==> config.mk <==
export PLATFORM = sky130hd
export DESIGN_NAME = axis_sum_accum
export DESIGN_NICKNAME = d
export VERILOG_FILES = /design/src/rtl/axis_sum_accum_pkg.sv /design/src/rtl/axis_sum_accum.sv
export SDC_FILE = /design/constraint.sdc
export NUM_CORES = 1
export LEC_CHECK = 0
export ABC_AREA = 1
export BUFFER_PORTS_ARGS = -buffer_cell sky130_fd_sc_hd__buf_2
export CAP_MARGIN = 15
export CORE_MARGIN = 2
export CORE_UTILIZATION = 30
export CTS_CLUSTER_SIZE = 40
export DETAILED_ROUTE_END_ITERATION = 6
export SYNTH_ARGS = -nofsm -noshare
export SYNTH_HDL_FRONTEND = slang
export SYNTH_SLANG_ARGS = --single-unit
==> constraint.sdc <==
create_clock -name aclk -period 2.24 [get_ports aclk]
set_input_delay 0.448 -clock aclk [delete_from_list [all_inputs] [get_ports aclk]]
set_output_delay 0.448 -clock aclk [all_outputs]
set_load 0.01 [all_outputs]
==> src/rtl/axis_sum_accum_pkg.sv <==
// axis_sum_accum_pkg
//   Shared definitions for the AXI-Stream sum accumulator:
//   - state_t   : accumulator FSM states (S_ACC collecting, S_OUT result held)
//   - calc_rw() : result width helper, RW = 8*bytes + guard bits
package axis_sum_accum_pkg;

  typedef enum logic {
    S_ACC = 1'b0,
    S_OUT = 1'b1
  } state_t;

  function automatic int unsigned calc_rw(input int unsigned wdata_byte,
                                          input int unsigned guard_bits);
    return 8 * wdata_byte + guard_bits;
  endfunction

endpackage

==> src/rtl/axis_sum_accum.sv <==
// axis_sum_accum
//   Sums PAR_ACC_LEN consecutive beats of an unsigned AXI-Stream and emits
//   one widened result per frame. Full throughput: the result handshake and
//   the first beat of the next frame may complete in the same cycle.
//
// Parameters
//   PAR_WDATA_BYTE : input width in bytes (1..2), W = 8*PAR_WDATA_BYTE
//   PAR_ACC_LEN    : beats per result (2..256)
//   PAR_GUARD_BITS : extra result bits (1..8), RW = W + PAR_GUARD_BITS
//
// Ports
//   aclk, areset      : clock (rising edge), asynchronous active-high reset
//   s_axis_tdata/tvalid/tready : input stream (W bits)
//   m_axis_tdata/tvalid/tready : result stream (RW bits)
//
// Configuration
//   AXIS_SUM_ACCUM_SAT_EN : when defined, the accumulator clamps to all-ones
//                           on overflow; otherwise it wraps modulo 2^RW.
module axis_sum_accum
  import axis_sum_accum_pkg::*;
#(
  parameter int unsigned PAR_WDATA_BYTE = 2,
  parameter int unsigned PAR_ACC_LEN    = 4,
  parameter int unsigned PAR_GUARD_BITS = 4
) (
  input  logic                                              aclk,
  input  logic                                              areset,
  input  logic [8*PAR_WDATA_BYTE-1:0]                       s_axis_tdata,
  input  logic                                              s_axis_tvalid,
  output logic                                              s_axis_tready,
  output logic [calc_rw(PAR_WDATA_BYTE, PAR_GUARD_BITS)-1:0] m_axis_tdata,
  output logic                                              m_axis_tvalid,
  input  logic                                              m_axis_tready
);

  localparam int unsigned W  = 8 * PAR_WDATA_BYTE;
  localparam int unsigned RW = calc_rw(PAR_WDATA_BYTE, PAR_GUARD_BITS);
  localparam int unsigned CW = $clog2(PAR_ACC_LEN);
  localparam logic [CW-1:0] LAST_BEAT = CW'(PAR_ACC_LEN - 1);

  state_t          state_q,  state_d;
  logic [RW-1:0]   acc_q,    acc_d;
  logic [CW-1:0]   cnt_q,    cnt_d;
  logic [RW-1:0]   out_q,    out_d;
  logic            mvalid_q, mvalid_d;

  logic [RW-1:0]   beat_ext;
  logic [RW-1:0]   sum;
  logic            accept;

  assign beat_ext = {{PAR_GUARD_BITS{1'b0}}, s_axis_tdata};

`ifdef AXIS_SUM_ACCUM_SAT_EN
  logic [RW:0] sum_ext;
  assign sum_ext = {1'b0, acc_q} + {1'b0, beat_ext};
  // Once clamped the accumulator is all-ones, so any further non-zero beat
  // overflows again and the clamp holds until the frame ends.
  assign sum     = sum_ext[RW] ? '1 : sum_ext[RW-1:0];
`else
  assign sum     = acc_q + beat_ext;
`endif

  // In S_OUT the input is only opened when the result is being taken, so a
  // beat accepted there always lands in an empty next frame.
  assign s_axis_tready = (state_q == S_ACC) || m_axis_tready;
  assign accept        = s_axis_tvalid && s_axis_tready;

  always_comb begin
    state_d  = state_q;
    acc_d    = acc_q;
    cnt_d    = cnt_q;
    out_d    = out_q;
    case (state_q)
      S_ACC: begin
        if (accept) begin
          if (cnt_q == LAST_BEAT) begin
            out_d   = sum;
            acc_d   = '0;
            cnt_d   = '0;
            state_d = S_OUT;
          end else begin
            acc_d = sum;
            cnt_d = cnt_q + CW'(1);
          end
        end
      end
      S_OUT: begin
        if (m_axis_tready) begin
          state_d = S_ACC;
          // Accumulator is zero here, so sum equals the beat itself; with
          // PAR_ACC_LEN >= 2 this beat can never close a frame.
          if (accept) begin
            acc_d = sum;
            cnt_d = CW'(1);
          end
        end
      end
      default: state_d = S_ACC;
    endcase
    mvalid_d = (state_d == S_OUT);
  end

  always_ff @(posedge aclk or posedge areset) begin
    if (areset) begin
      state_q  <= S_ACC;
      acc_q    <= '0;
      cnt_q    <= '0;
      out_q    <= '0;
      mvalid_q <= 1'b0;
    end else begin
      state_q  <= state_d;
      acc_q    <= acc_d;
      cnt_q    <= cnt_d;
      out_q    <= out_d;
      mvalid_q <= mvalid_d;
    end
  end

  assign m_axis_tdata  = out_q;
  assign m_axis_tvalid = mvalid_q;

endmodule

### Yosys cells after proc, flatten, opt, wreduce, memory -nomap -nowiden

Index checks and enable logic that the tools add are counted.

| storage, ports and cells | value |
|---|---|
| register bits | 43 |
| bits of input ports | 20 |
| output and inout port bits | 22 |
| word-level logic and storage cells | 29 |

| operators by class | value |
|---|---|
| $add $sub $neg | 2 |
| equal/unequal tests | 4 |
| muxes and demuxes | 14 |
| bitwise gates (word level) | 1 |
| reduce and logical (&&, ||, !) cells | 4 |

Operators with widths:

| kind | number |
|---|---|
| $mux 20 | 4 |
| $pmux 20 s2 | 1 |
| $add 20x16->20 | 1 |
| $mux 2 | 4 |
| $reduce_and 3->1 | 2 |
| $ne 2x2->1 const B | 2 |
| $pmux 2 s2 | 1 |
| $mux 1 | 3 |
| $add 2x1->2 const B | 1 |
| $eq 2x2->1 const B | 1 |
| $ne 2x1->1 const B | 1 |
| $pmux 1 s2 | 1 |
| $logic_and 1x1->1 | 1 |
| $logic_or 1x1->1 | 1 |
| $not 1->1 | 1 |

### Logic depth before layout (Yosys ltp)

| logic depth | value |
|---|---|
| depth in word-level cells | 6 |
| gate-level depth with buffers | 12 |
| depth with buffers taken out | 12 |

### Least setup slack after synthesis

OpenSTA, ideal clock, no wires.

| path | value |
|---|---|
| path type | input port to flip-flop |
| from | in s_axis_tdata[0] |
| to | reg acc_q[16] |
| setup time | 0.117 ns |
| arrival | 1.714 ns |
| data required time | 2.123 ns |
| setup slack | 0.409 ns |
| stages | 10 |
| buffers on the path | 0 |
| cells stage by stage | ha_1 > fa_1 > nand3_1 > nand3_1 > nand3_1 > nand2_1 > nand2_1 > nand3b_1 > nand3_1 > nand2_1 |

| between the ends | value |
|---|---|
| longest elaborated chain between the ends | 4 |
| elaborated cells between the ends (all ways) | 6 |
| classes of those cells | 1 x add/sub; 5 x mux |

Ends and longest elaborated chain:

| item | RTL line | source |
|---|---|---|
| from (decl) | axis_sum_accum.sv:28 | `input logic [8*PAR_WDATA_BYTE-1:0] s_axis_tdata,` |
| $add 20x16->20 * | axis_sum_accum.sv:60 | `assign sum = acc_q + beat_ext;` |
| $mux 20 (on tied branches) | axis_sum_accum.sv:92, axis_sum_accum.sv:76 |  |
| $mux 20 (on tied branches) | axis_sum_accum.sv:88, axis_sum_accum.sv:75 |  |
| $pmux 20 s2 * | axis_sum_accum.sv:73 | `case (state_q)` |
| to (signal assigned) | axis_sum_accum.sv:106 | `acc_q <= '0;` |
| to (signal assigned) | axis_sum_accum.sv:112 | `acc_q <= acc_d;` |
| to (decl) | axis_sum_accum.sv:42 | `logic [RW-1:0] acc_q, acc_d;` |

Mark *: on every way between the ends. The rest lies on a longest branch, timed or not. The select of a mux whose other input is x is not followed.
A chain may end at the register's enable or synchronous reset.

### Final worst setup path

| path | value |
|---|---|
| from | reg acc_q[0] |
| to | reg out_q[12] (netlist: m_axis_tdata[12]) |

| between the ends | value |
|---|---|
| longest elaborated chain between the ends | 1 |

Ends and longest elaborated chain:

| item | RTL line | source |
|---|---|---|
| $add 20x16->20 | axis_sum_accum.sv:60 |  |
| to (signal assigned) | axis_sum_accum.sv:114 | `out_q <= out_d;` |
| to (decl) | axis_sum_accum.sv:44 | `logic [RW-1:0] out_q, out_d;` |

No other way between the ends.

==> impl_metrics.yaml <==
placed_design:
  pre_cts_slack_ps: -64.15
  dp_cells: 542
  placed_area_um2: 3097
  gp_congestion: 0.8384
  dp_hpwl_mm: 5.091
  port_buffers: 41
routing:
  drc_errors: 0
  drtAntennaViolNets: 0
  vias_per_cell: 4.538
  first_pass_iters: 4
  num_vias: 2496
  wl_mm: 6.792
  drt-initial-drc-count: 142
  post_drt_wl_per_cell_um: 12.35
layout:
  drive_above_1_share: 0.1298
  finalNonFillerCells: 550
  antennaDiodeCount: 0
  final_nets: 476
  finalCoreUtilization: 0.3553
  fin_area_um2: 3221
  layout_common_cells: "nand2_1, inv_1, dfrtp_1"
  area_growth_pct: 16.58
  layout_commonest_cell: "nand2_1"
power:
  p_per_area_nw_per_um2: 1340
  clkPwrFrac: 0.151
  swShare: 0.4523
  ir_worst_vdd_mv: 0.3788
  combPwrFrac: 0.534
  internal-power_mw: 2.364
  seq_power_share: 0.316
  leakagePower_nw: 1.819
  p_sw_mw: 1.952
  power.total_mw: 4.316
die:
  ios: 42
  rows: 35
  coreArea_um2: 9065
  die_height_um: 99.96
  start_util: 0.3048
  die-area_um2: 9992
  die_x_um: 99.96
synth:
  synth_top_family_by_area: "simple AND/OR/NAND/NOR gates"
  syn_nets: 432
  synth_fa_ha_area_frac: 0.08424
  synth-seq-area-share: 0.3895
  yosys_register_bits: 43
  synth_compound_area_frac: 0.05888
  synth_mux_area_frac: 0
  postSynthCellCount: 394
  avgSynthCellArea_um2: 7.012
  synth_xor_area_frac: 0.02219
  synth_cell_types: 24
  yosys_warnings: 0
  synthSimpleGateAreaFrac: 0.3623
  synthesis.area_um2: 2763
clock_tree:
  clkSlewWorstSetupHoldPaths_ps: 90
  htreeDepth: 2
  cts_buffer_depth: 2
  root_buffer: "clkbuf_8"
  clk_latency_ps: 300
  clock-sinks: 43
  cts_tree: "yes"
  cts_buffers: 5
sta:
  drv_slew: 0
  report.final.hold_viol_count: 0
  max_freq_mhz: 485.9
  fin_ws_ps: 182.0
  rsz0062_at_grt: "false"
  finalCritPeriodShare: 0.9188
  finClkSkew_ps: 11.52
  relSlewSlack: 0.4056
  period_minus_slack_ps: 2058
  worst_hold_slack_ps: 205.0
  setup_viol: 0
  tns_ps: 0
  tightest_slew_ps: 886.1
global_route:
  grt_pass1_wl_mm: 11.73
  overflow: 0
  grt_max_degree: 30
  grt_pass1_vias: 2490
  grt_use_total: 0.1457
  antenna_found_initial: 0
worst_setup_path:
  worst-r2r-cell-count: 10
  reg2reg_from: "acc_q[0]"
  cp-end-kind: "flip-flop"
  crit_buf_inv: 0
  start_kind: "flip-flop"
  worstPathArrival_ps: 2260
  worstPathRequired_ps: 2440
  worstPathCellList: "ha_1 > fa_1 > nand3_1 > nand3_1 > nand3_1 > nand2_1 > nand2_1 > nand3b_1 > nand3_1 > nand2_1"
  reg2reg_slack_ps: 180
  worst-setup-path-type: "flip-flop to flip-flop"
  worst_path_most_repeated_cell: "nand3_1"
  slowest_stage: "fa_1"
  crit_family: "simple AND/OR/NAND/NOR gates"
  max_stage_delay_ps: 450
  r2r_end: "m_axis_tdata[12]"
  crit_fanout: 3
worst_hold_path:
  worstHoldPathType: "input pin to async pin"
status:
  outcome: "completed"
flow_run:
  max-cap-violations: 0
## registers in the layout, summed over array words and instances (netlist names)
register	count
m_axis_tdata	20
m_axis_tvalid	1
acc_q	20
cnt_q	2
## per-layer routing
metal	share of wire	global-route usage	wire length, um
met3	0.043	0.02368	291
met4	0.0066	0.03477	45
met1	0.49	0.1967	3310
met5	0	0	0
met2	0.46	0.2458	3145
## area by class of cell
type                       instances  area, um2
clock buffer                       6      82.58
inverter                          49      183.9
tap                              111      138.9
sequential                        43       1076
clock inverter                     2      35.03
multi-input combinational        295       1464
fill                             972       5844
timing repair buffer              44      240.2
## kinds of logic (layout without fill, tap and decap cells)
logic type	Yosys count	after routing
AOI/OAI and AO/OA	31	31
xor gates and xnor gates	7	7
adders and majority gates	18	18
buffers and inverters	56	101
DFF	43	43
and+or+nand+nor	239	239
## repair_timing
action	CTS	global route
buffers inserted	0	0
setup endpoints to repair	20	0
hold buffers	0	0
gates resized for setup	1	0
## synthesized netlist by cell type
cell type	instances	area [um2]
nand2_1	161	604.3
inv_1	48	180.2
dfrtp_1	43	1076
nand3_1	39	195.2
nor2_1	23	86.33
ha_1	17	212.7
o21ai_0	17	85.08
a21oi_1	12	60.06
nand3b_1	7	52.55
xnor2_1	4	35.03
and2_1	3	18.77
buf_2	3	15.01
xor2_1	3	26.28
a22o_1	2	17.52
buf_4	2	15.01
nand4_1	2	12.51
buf_6	1	11.26
clkbuf_1	1	3.750
fa_1	1	20.02
inv_2	1	3.750
nand2_2	1	6.260
nor3_2	1	10.01
or2_2	1	6.260
or2_4	1	8.760
## worst register-to-register path: stages, from the launching register on
cell      delay [ps]
dfrtp_1          400
ha_1             240
fa_1             460
nand3_1          100
nand3_1          140
nand3_1          110
nand2_1          120
nand2_1          120
nand3b_1         100
nand3_1          100
nand2_1           50
## how the worst max path moves through the flow
stage                                   to  slack [ps]  cells after the start            start
after CTS                 m_axis_tdata[12]         180                     10         acc_q[0]
after global routing       m_axis_tdata[3]          10                      7    m_axis_tvalid
after floorplan                  acc_q[16]         410                     10  s_axis_tdata[0]
after detailed placement   m_axis_tdata[1]         -60                      7    m_axis_tvalid
after global placement     m_axis_tdata[8]          20                      7    m_axis_tready
final                     m_axis_tdata[12]         180                     10         acc_q[0]
## power by group through the flow
| stage | clock network [mW] | logic [mW] | registers [mW] |
|---|---|---|---|
| floorplan | 0 | 1.63 | 1.41 |
| global placement | 0 | 2.26 | 1.36 |
| detailed placement | 0 | 2.29 | 1.37 |
| CTS | 0.668 | 2.32 | 1.36 |
| global route | 0.702 | 2.64 | 1.41 |
| finish | 0.650 | 2.30 | 1.36 |
(Power assumes the default switching activity.)
